### config.mk
export PLATFORM = sky130hd
export DESIGN_NAME = clk_div_multi
export DESIGN_NICKNAME = d
export VERILOG_FILES = /design/src/rtl/clk_div_multi.sv
export SDC_FILE = /design/constraint.sdc
export NUM_CORES = 1
export LEC_CHECK = 0
export BUFFER_PORTS_ARGS = -buffer_cell sky130_fd_sc_hd__buf_4
export CAP_MARGIN = 20
export CORE_ASPECT_RATIO = 1.4
export CORE_MARGIN = 2
export CORE_UTILIZATION = 35
export DETAILED_ROUTE_END_ITERATION = 10
export SKIP_CTS_REPAIR_TIMING = 1
export SYNTH_ARGS = -nofsm -noshare
export SYNTH_HDL_FRONTEND = slang
export SYNTH_SLANG_ARGS = --single-unit
### constraint.sdc
create_clock -name Ref_CLK -period 9.7 [get_ports Ref_CLK]
set_input_delay 1.94 -clock Ref_CLK [delete_from_list [all_inputs] [get_ports Ref_CLK]]
set_output_delay 1.94 -clock Ref_CLK [all_outputs]
set_load 0.01 [all_outputs]
### src/rtl/clk_div_multi.sv
// -----------------------------------------------------------------------------
// clk_div_multi
//
// Multi-channel programmable integer clock divider. Each of CH channels
// produces its own divided clock from Ref_CLK:
//   * ratio R >= 2 : divided clock, high = R>>1 cycles, low = R - (R>>1)
//   * ratio R <= 1 : glitch-free bypass, Div_CLK follows Ref_CLK
// A new ratio or a disable request takes effect only at a period boundary,
// which is the end of a low phase. This means a high pulse is never truncated
// and no runt pulse is ever produced. The only exception is an asynchronous
// reset, which may cut a phase short.
//
// Optional feature macro: CLK_DIV_TICK_EN
//   When defined, the Div_Tick port exists. It gives a one-Ref_CLK-cycle
//   registered pulse at every rising edge of a divided Div_CLK. It is never
//   asserted in bypass or idle.
//
// Parameters
//   Width       width of each channel's ratio field
//   CH          number of independent channels
// Ports
//   Ref_CLK     reference clock. All state uses the rising edge, except the
//               bypass-select flop, which uses the falling edge.
//   RST         asynchronous, active-low reset
//   CLK_EN      per-channel enable request
//   div_ratio   packed ratios; channel k uses bits [k*Width +: Width]
//   Div_CLK     divided or bypassed clock per channel
//   Div_Active  1 while the channel is running (divided or bypass), registered
//   Div_Tick    (CLK_DIV_TICK_EN only) pulse coincident with each divided rise
// -----------------------------------------------------------------------------
module clk_div_multi #(
    parameter int Width = 8,
    parameter int CH    = 2
) (
    input  logic                  Ref_CLK,
    input  logic                  RST,
    input  logic [CH-1:0]         CLK_EN,
    input  logic [CH*Width-1:0]   div_ratio,
    output logic [CH-1:0]         Div_CLK,
    output logic [CH-1:0]         Div_Active
`ifdef CLK_DIV_TICK_EN
    ,
    output logic [CH-1:0]         Div_Tick
`endif
);

    typedef enum logic [1:0] {
        S_IDLE = 2'd0,
        S_DIV  = 2'd1,
        S_BYP  = 2'd2
    } state_t;

    localparam logic [Width-1:0] RATIO_ONE = Width'(1);

    genvar k;
    generate
        for (k = 0; k < CH; k++) begin : g_ch
            state_t           r_state;
            logic [Width-1:0] r_rs;       // shadow ratio for the running period
            logic [Width-1:0] r_cnt;      // cycle count within the current phase
            logic             r_q;        // divided-clock flop
            logic             r_bsel;     // bypass select, falling-edge domain
            logic             r_active;

            logic [Width-1:0] w_ratio;
            logic [Width-1:0] w_hi_len;
            logic [Width-1:0] w_lo_len;
            logic [Width-1:0] w_new_lo_len;
            logic             w_new_div;
            logic             w_hi_end;
            logic             w_boundary;
            logic             w_q_set;

            assign w_ratio      = div_ratio[k*Width +: Width];
            assign w_hi_len     = r_rs >> 1;
            assign w_lo_len     = r_rs - w_hi_len;
            assign w_new_lo_len = w_ratio - (w_ratio >> 1);
            assign w_new_div    = (w_ratio > RATIO_ONE);

            // Phase ends are decoded from the shadow ratio, so a ratio that
            // changes mid-period cannot disturb the running period.
            assign w_hi_end   = (r_state == S_DIV) && r_q
                                && (r_cnt == w_hi_len - RATIO_ONE);
            assign w_boundary = (r_state == S_DIV) && !r_q
                                && (r_cnt == w_lo_len - RATIO_ONE);

            // q rises at enable from idle, or at a boundary that reloads a
            // divided ratio. Leaving bypass deliberately does not set q.
            assign w_q_set = CLK_EN[k] && w_new_div
                             && ((r_state == S_IDLE) || w_boundary);

            // NOTE: all state below is updated with non-blocking assignments, so
            // every flop samples values from before the edge. Blocking '=' here
            // would make the result depend on statement order.
            always_ff @(posedge Ref_CLK or negedge RST) begin
                if (!RST) begin
                    r_state  <= S_IDLE;
                    r_rs     <= '0;
                    r_cnt    <= '0;
                    r_q      <= 1'b0;
                    r_active <= 1'b0;
                end else begin
                    case (r_state)
                        S_IDLE: begin
                            if (CLK_EN[k]) begin
                                r_rs     <= w_ratio;
                                r_cnt    <= '0;
                                r_active <= 1'b1;
                                if (w_new_div) begin
                                    r_state <= S_DIV;
                                    r_q     <= 1'b1;
                                end else begin
                                    r_state <= S_BYP;
                                end
                            end
                        end

                        S_DIV: begin
                            if (w_hi_end) begin
                                r_q   <= 1'b0;
                                r_cnt <= '0;
                            end else if (w_boundary) begin
                                r_cnt <= '0;
                                if (!CLK_EN[k]) begin
                                    r_state  <= S_IDLE;
                                    r_active <= 1'b0;
                                end else begin
                                    r_rs <= w_ratio;
                                    if (w_new_div) begin
                                        r_q <= 1'b1;
                                    end else begin
                                        r_state <= S_BYP;
                                    end
                                end
                            end else begin
                                r_cnt <= r_cnt + RATIO_ONE;
                            end
                        end

                        S_BYP: begin
                            if (!CLK_EN[k]) begin
                                r_state  <= S_IDLE;
                                r_active <= 1'b0;
                            end else if (w_new_div) begin
                                // Hold q low for one cycle. Preloading the
                                // count to the last low-phase cycle makes the
                                // next edge a normal period boundary, and the
                                // first divided rise happens there.
                                r_state <= S_DIV;
                                r_rs    <= w_ratio;
                                r_cnt   <= w_new_lo_len - RATIO_ONE;
                            end
                        end

                        default: begin
                            r_state  <= S_IDLE;
                            r_cnt    <= '0;
                            r_q      <= 1'b0;
                            r_active <= 1'b0;
                        end
                    endcase
                end
            end

            // The select changes only while Ref_CLK is low. At that time both
            // mux inputs are low (q is always 0 around bypass), so switching
            // in or out of bypass cannot produce a partial pulse. The
            // asynchronous clear forces Div_CLK low at once during reset.
            always_ff @(negedge Ref_CLK or negedge RST) begin
                if (!RST) begin
                    r_bsel <= 1'b0;
                end else begin
                    r_bsel <= (r_state == S_BYP);
                end
            end

            assign Div_CLK[k]    = r_bsel ? Ref_CLK : r_q;
            assign Div_Active[k] = r_active;

`ifdef CLK_DIV_TICK_EN
            logic r_tick;

            always_ff @(posedge Ref_CLK or negedge RST) begin
                if (!RST) begin
                    r_tick <= 1'b0;
                end else begin
                    r_tick <= w_q_set;
                end
            end

            assign Div_Tick[k] = r_tick;
`endif
        end
    endgenerate

endmodule

After elaboration in Yosys (flattened, before gate mapping)
Index checks and enable logic that the tools add are counted.
- RAM bits: 0
- bits in latches: 0
- output and inout bits: 4
- register bits after elaboration: 42
- input bits: 20
- memories: 0
- memory bits (read-only): 0
- logic and storage cells: 140
- mux-type cells: 64
- shift operators: 0
- reduce and logical (&&, ||, !) cells: 24
- add/sub/neg operators: 12
- multipliers: 0
- eq/ne operators: 24
- $lt $le $gt $ge: 2
- div/mod/pow operators: 0
- bitwise logic cells: 2
- operator list (kind ; number):
    8-bit 2-to-1 mux ; 20
    8-bit one-hot mux with 3 select lines ; 4
    8-bit == test ; 4
    2-bit 2-to-1 mux ; 16
    8-bit by 1-bit subtractor with 8-bit output, second input constant ; 4
    8-bit by 7-bit subtractor with 8-bit output ; 4
    2-bit inequality test, second input constant ; 10
    5-bit AND reduction ; 4
    1-bit 2-to-1 mux ; 18
    3-bit inequality test, second input constant ; 6
    8-bit by 1-bit adder with 8-bit output, second input constant ; 2
    8-bit by 1-bit greater-than comparator with 1-bit output, second input constant ; 2
    7-bit by 1-bit subtractor with 8-bit output, second input constant ; 2
    1-bit one-hot mux with 3 select lines ; 4
    2-bit one-hot mux with 3 select lines ; 2
    3-bit AND reduction ; 4
    1-bit logical AND ; 8
    3-bit nonzero test ; 2
    2-bit by 1-bit == test with 1-bit output, second input constant ; 2
    2-bit == test, second input constant ; 2
    2-bit logical NOT ; 2
    2-bit AND reduction ; 2
    1-bit logical NOT ; 2
    1-bit NOT ; 2

Logic depth before layout (Yosys ltp)
- depth in word-level cells: 7
- gate-level depth with buffers: 11
- gate-level depth less buffers: 11

==> impl_summary.txt <==
----------------------------------------------------
[Worst hold path]
  Hold Path Class ... reg -> reg

[Routing]
  Average vias per placed instance ... 5.313
  Routed wire length ... between 10000 and 15000 um
  Routed via count ... about 3700
  Post-route DRC ... 0
  Final antenna-violating net count ... 0
  1st-iter DRT viols ... approximately 110
  1st-pass router iterations ... 4
  Final routed wire length divided by cell count ... between 15 and 20 um

[Synth]
  Area of the mapped netlist ... 4586 um2
  Net count of the mapped netlist ... 610
  Number of flip-flops and latches in the synthesized netlist ... 42
  Per-instance average area after synthesis ... just under 9 um2
  Number of synthesized flops with an enable pin ... 0
  Yosys warning total ... 0
  Ys flop type ... sky130_fd_sc_hd__dfrtp_1
  Part of the Yosys area used for sequential elements ... a little under a quarter
  Fraction of synthesis flops using an asynchronous set or reset pin ... 100.0%
  Unique masters post-synth ... 65
  Cells after synthesis ... around 520

[Floorplanning]
  Core region area ... 12810 um2
  Ports placed on the boundary ... 24
  DIE HEIGHT ... 139.4 um
  Total die area ... about 14000 um2
  Die boundary width ... around 100 um
  Initial Util ... between 30% and 40%
  Standard-cell rows ... 49

[Placed design]
  HPWL after detailed placement ... 8821 um
  # port buffers ... 23
  RePlAce Congestion ... roughly 0.81

[Flow run]
  Max cap viols ... 0

[Critical path]
  Arrival time at the worst endpoint ... 6.15 ns
  Slowest stage cell on the critical path ... sky130_fd_sc_hd__dfrtn_1
  Startpoint Class ... register
  CP Data Required Time ... slightly below 8 ns
  Cells along the critical path ... mux2_2 -> buf_4
  Critical path's largest stage delay ... ~0.4 ns
  Worst setup EP type ... output pin
  Cell family with the largest share of critical-path delay ... flip-flops
  Class of the most critical setup path ... reg -> out
  Crit-path max FO ... 1
  Critical path buffers and inverters ... 1

[GRT]
  Maximum number of pins on one net before global-route repair ... 43
  Total routing resource utilization after global routing ... approximately 16%
  Number of antenna violations at the first check in global routing ... 0
  Number of global-route vias before repair ... 4038
  Global route total overflow ... 0
  First-pass GRT wire length ... 18210 um

[Cells and area]
  Sequential cell area ... between 1000 and 1500 um2
  Fillcell total ... ~1300
  Final #Nets ... 630
  Area occupied by multi-input gates ... 3257 um2
  Synth-to-layout area growth ... 11.84%
  Fraction of layout cells with a size suffix above 1 ... 10.26%
  Total inserted antenna cells ... 0
  Most common cell after layout, fill and taps aside ... sky130_fd_sc_hd__ha_1
  Commonest cells after routing, fill and taps aside ... sky130_fd_sc_hd__ha_1 (71), sky130_fd_sc_hd__inv_1 (54), sky130_fd_sc_hd__dfrtp_1 (40), sky130_fd_sc_hd__xnor2_1 (39), sky130_fd_sc_hd__nor2_1 (32)

[Timing]
  Final number of hold-violating endpoints ... 0
  Pins over their slew limit ... 0
  Setup tns final ... 0 ns
  Worst slew margin relative to its limit ... ~52%
  Number of setup violations in the final report ... 0
  Skew final ... approximately 0.040 ns
  Setup repair after global routing missed its margin ... no
  Actual transition at the worst max-transition pin ... a little over 0.7 ns

[Power and ir drop]
  Leakage power ... roughly 2.4 nW
  Worst voltage drop across the vdd grid ... 0.1215 mV
  Total power ... 1.672 mW
  Power density over the cells ... around 330 nW/um2

[Clocking]
  CTS tree ... done
  Clock transition at path regs ... about 0.060 ns
  Skew-Pair Late Insertion Delay ... 0.44 ns

[Run status]
  Outcome ... complete, no violations

----------------------------------------------------
==> per-stage QoR <==
| step | cells | hold WS [ns] | worst slack [ns] | instance area [um2] | util [%] |
|---|---|---|---|---|---|
| after global routing | 689 | 0.5425 | 1.587 | 5129 | 40.03 |
| final | 689 | 0.5346 | 1.614 | 5129 | 40.03 |
| after global placement | 676 | 0.5136 | 2.086 | 4882 | 38.10 |
| after detailed placement | 676 | 0.5186 | 2.071 | 4882 | 38.10 |
| after CTS | 688 | 0.5363 | 1.599 | 5121 | 39.97 |
| after floorplan | 515 | 0.4862 | 2.189 | 4586 | - |
==> worst paths after layout <==
| kind | start | end | slack, ns | cells after the start |
|---|---|---|---|---|
| worst max register to register | g_ch[1].r_state[0] | g_ch[1].r_bsel | 3.85 | 2 |
| max in group asynchronous | RST | g_ch[1].r_bsel | 3.06 | 1 |
| worst min-delay path | g_ch[1].r_rs[0] | g_ch[1].r_rs[0] | 0.53 | 1 |
| worst min register to register | g_ch[1].r_rs[0] | g_ch[1].r_rs[0] | 0.53 | 1 |
| worst max-delay path | g_ch[0].r_bsel | Div_CLK[0] | 1.61 | 2 |
| min in group asynchronous | RST | g_ch[1].r_rs[1] | 1.53 | 1 |
==> cells in the mapped netlist, types with 8 or more instances <==
cell | number | area (um2)
sky130_fd_sc_hd__a21oi_1 | 28 | 140.1
sky130_fd_sc_hd__a221o_1 | 12 | 120.1
sky130_fd_sc_hd__clkbuf_1 | 10 | 37.54
sky130_fd_sc_hd__dfrtp_1 | 40 | 1001
sky130_fd_sc_hd__ha_1 | 71 | 888.4
sky130_fd_sc_hd__inv_1 | 54 | 202.7
sky130_fd_sc_hd__mux2i_1 | 17 | 170.2
sky130_fd_sc_hd__nand2_1 | 25 | 93.84
sky130_fd_sc_hd__nand2b_1 | 9 | 56.30
sky130_fd_sc_hd__nand3_1 | 8 | 40.04
sky130_fd_sc_hd__nor2_1 | 32 | 120.1
sky130_fd_sc_hd__nor2b_1 | 9 | 56.30
sky130_fd_sc_hd__nor3_1 | 22 | 110.1
sky130_fd_sc_hd__o21ai_0 | 15 | 75.07
sky130_fd_sc_hd__xnor2_1 | 39 | 341.6
sky130_fd_sc_hd__xor2_1 | 23 | 201.4
==> layer usage <==
layer  GRT usage (%)  share of wire [%]  up-vias
met2           32.21                 58       60
met4           5.479                1.8        0
li1                -                  -     1849
met5               0                  0        -
met1           16.31                 38     1740
met3           2.913                2.1       12
==> area by class of cell <==
class | count | share of cell area (%)
Clock inverter | 2 | 0.1952
Clock buffer | 12 | 4.757
Inverter | 54 | 3.952
Multi-Input combinational cell | 403 | 63.50
Sequential cell | 42 | 20.49
Tap cell | 153 | 3.733
Timing Repair Buffer | 23 | 3.367
==> kinds of logic after synthesis <==
group | synth area share (%)
AO/OA/AOI/OAI | 18.66
XOR/XNOR | 12.20
adder cells (fa/ha/maj) | 21.12
buffers and inverters | 6.057
flip-flops | 22.92
multiplexers | 5.511
AND/OR/NAND/NOR | 13.53
==> worst reg2reg max path, stage by stage (launching register included) <==
cell                      delay [ns]
sky130_fd_sc_hd__dfrtp_1        0.43
sky130_fd_sc_hd__inv_1          0.09
sky130_fd_sc_hd__ha_1           0.32
==> power breakdown <==
part	total, mW	switching, mW	internal, mW
Sequential	0.327	0.0850	0.242
Clock	0.262	0.0878	0.175
Combinational	1.08	0.612	0.471
==> state kept, by name, summed over array words and instances, names as in the netlist <==
signal	cells
g_ch.r_bsel	2
g_ch.r_state	4
g_ch.r_active	2
g_ch.r_rs	16
g_ch.r_cnt	16
g_ch.r_q	2
Power figures use the tool's default switching activity.
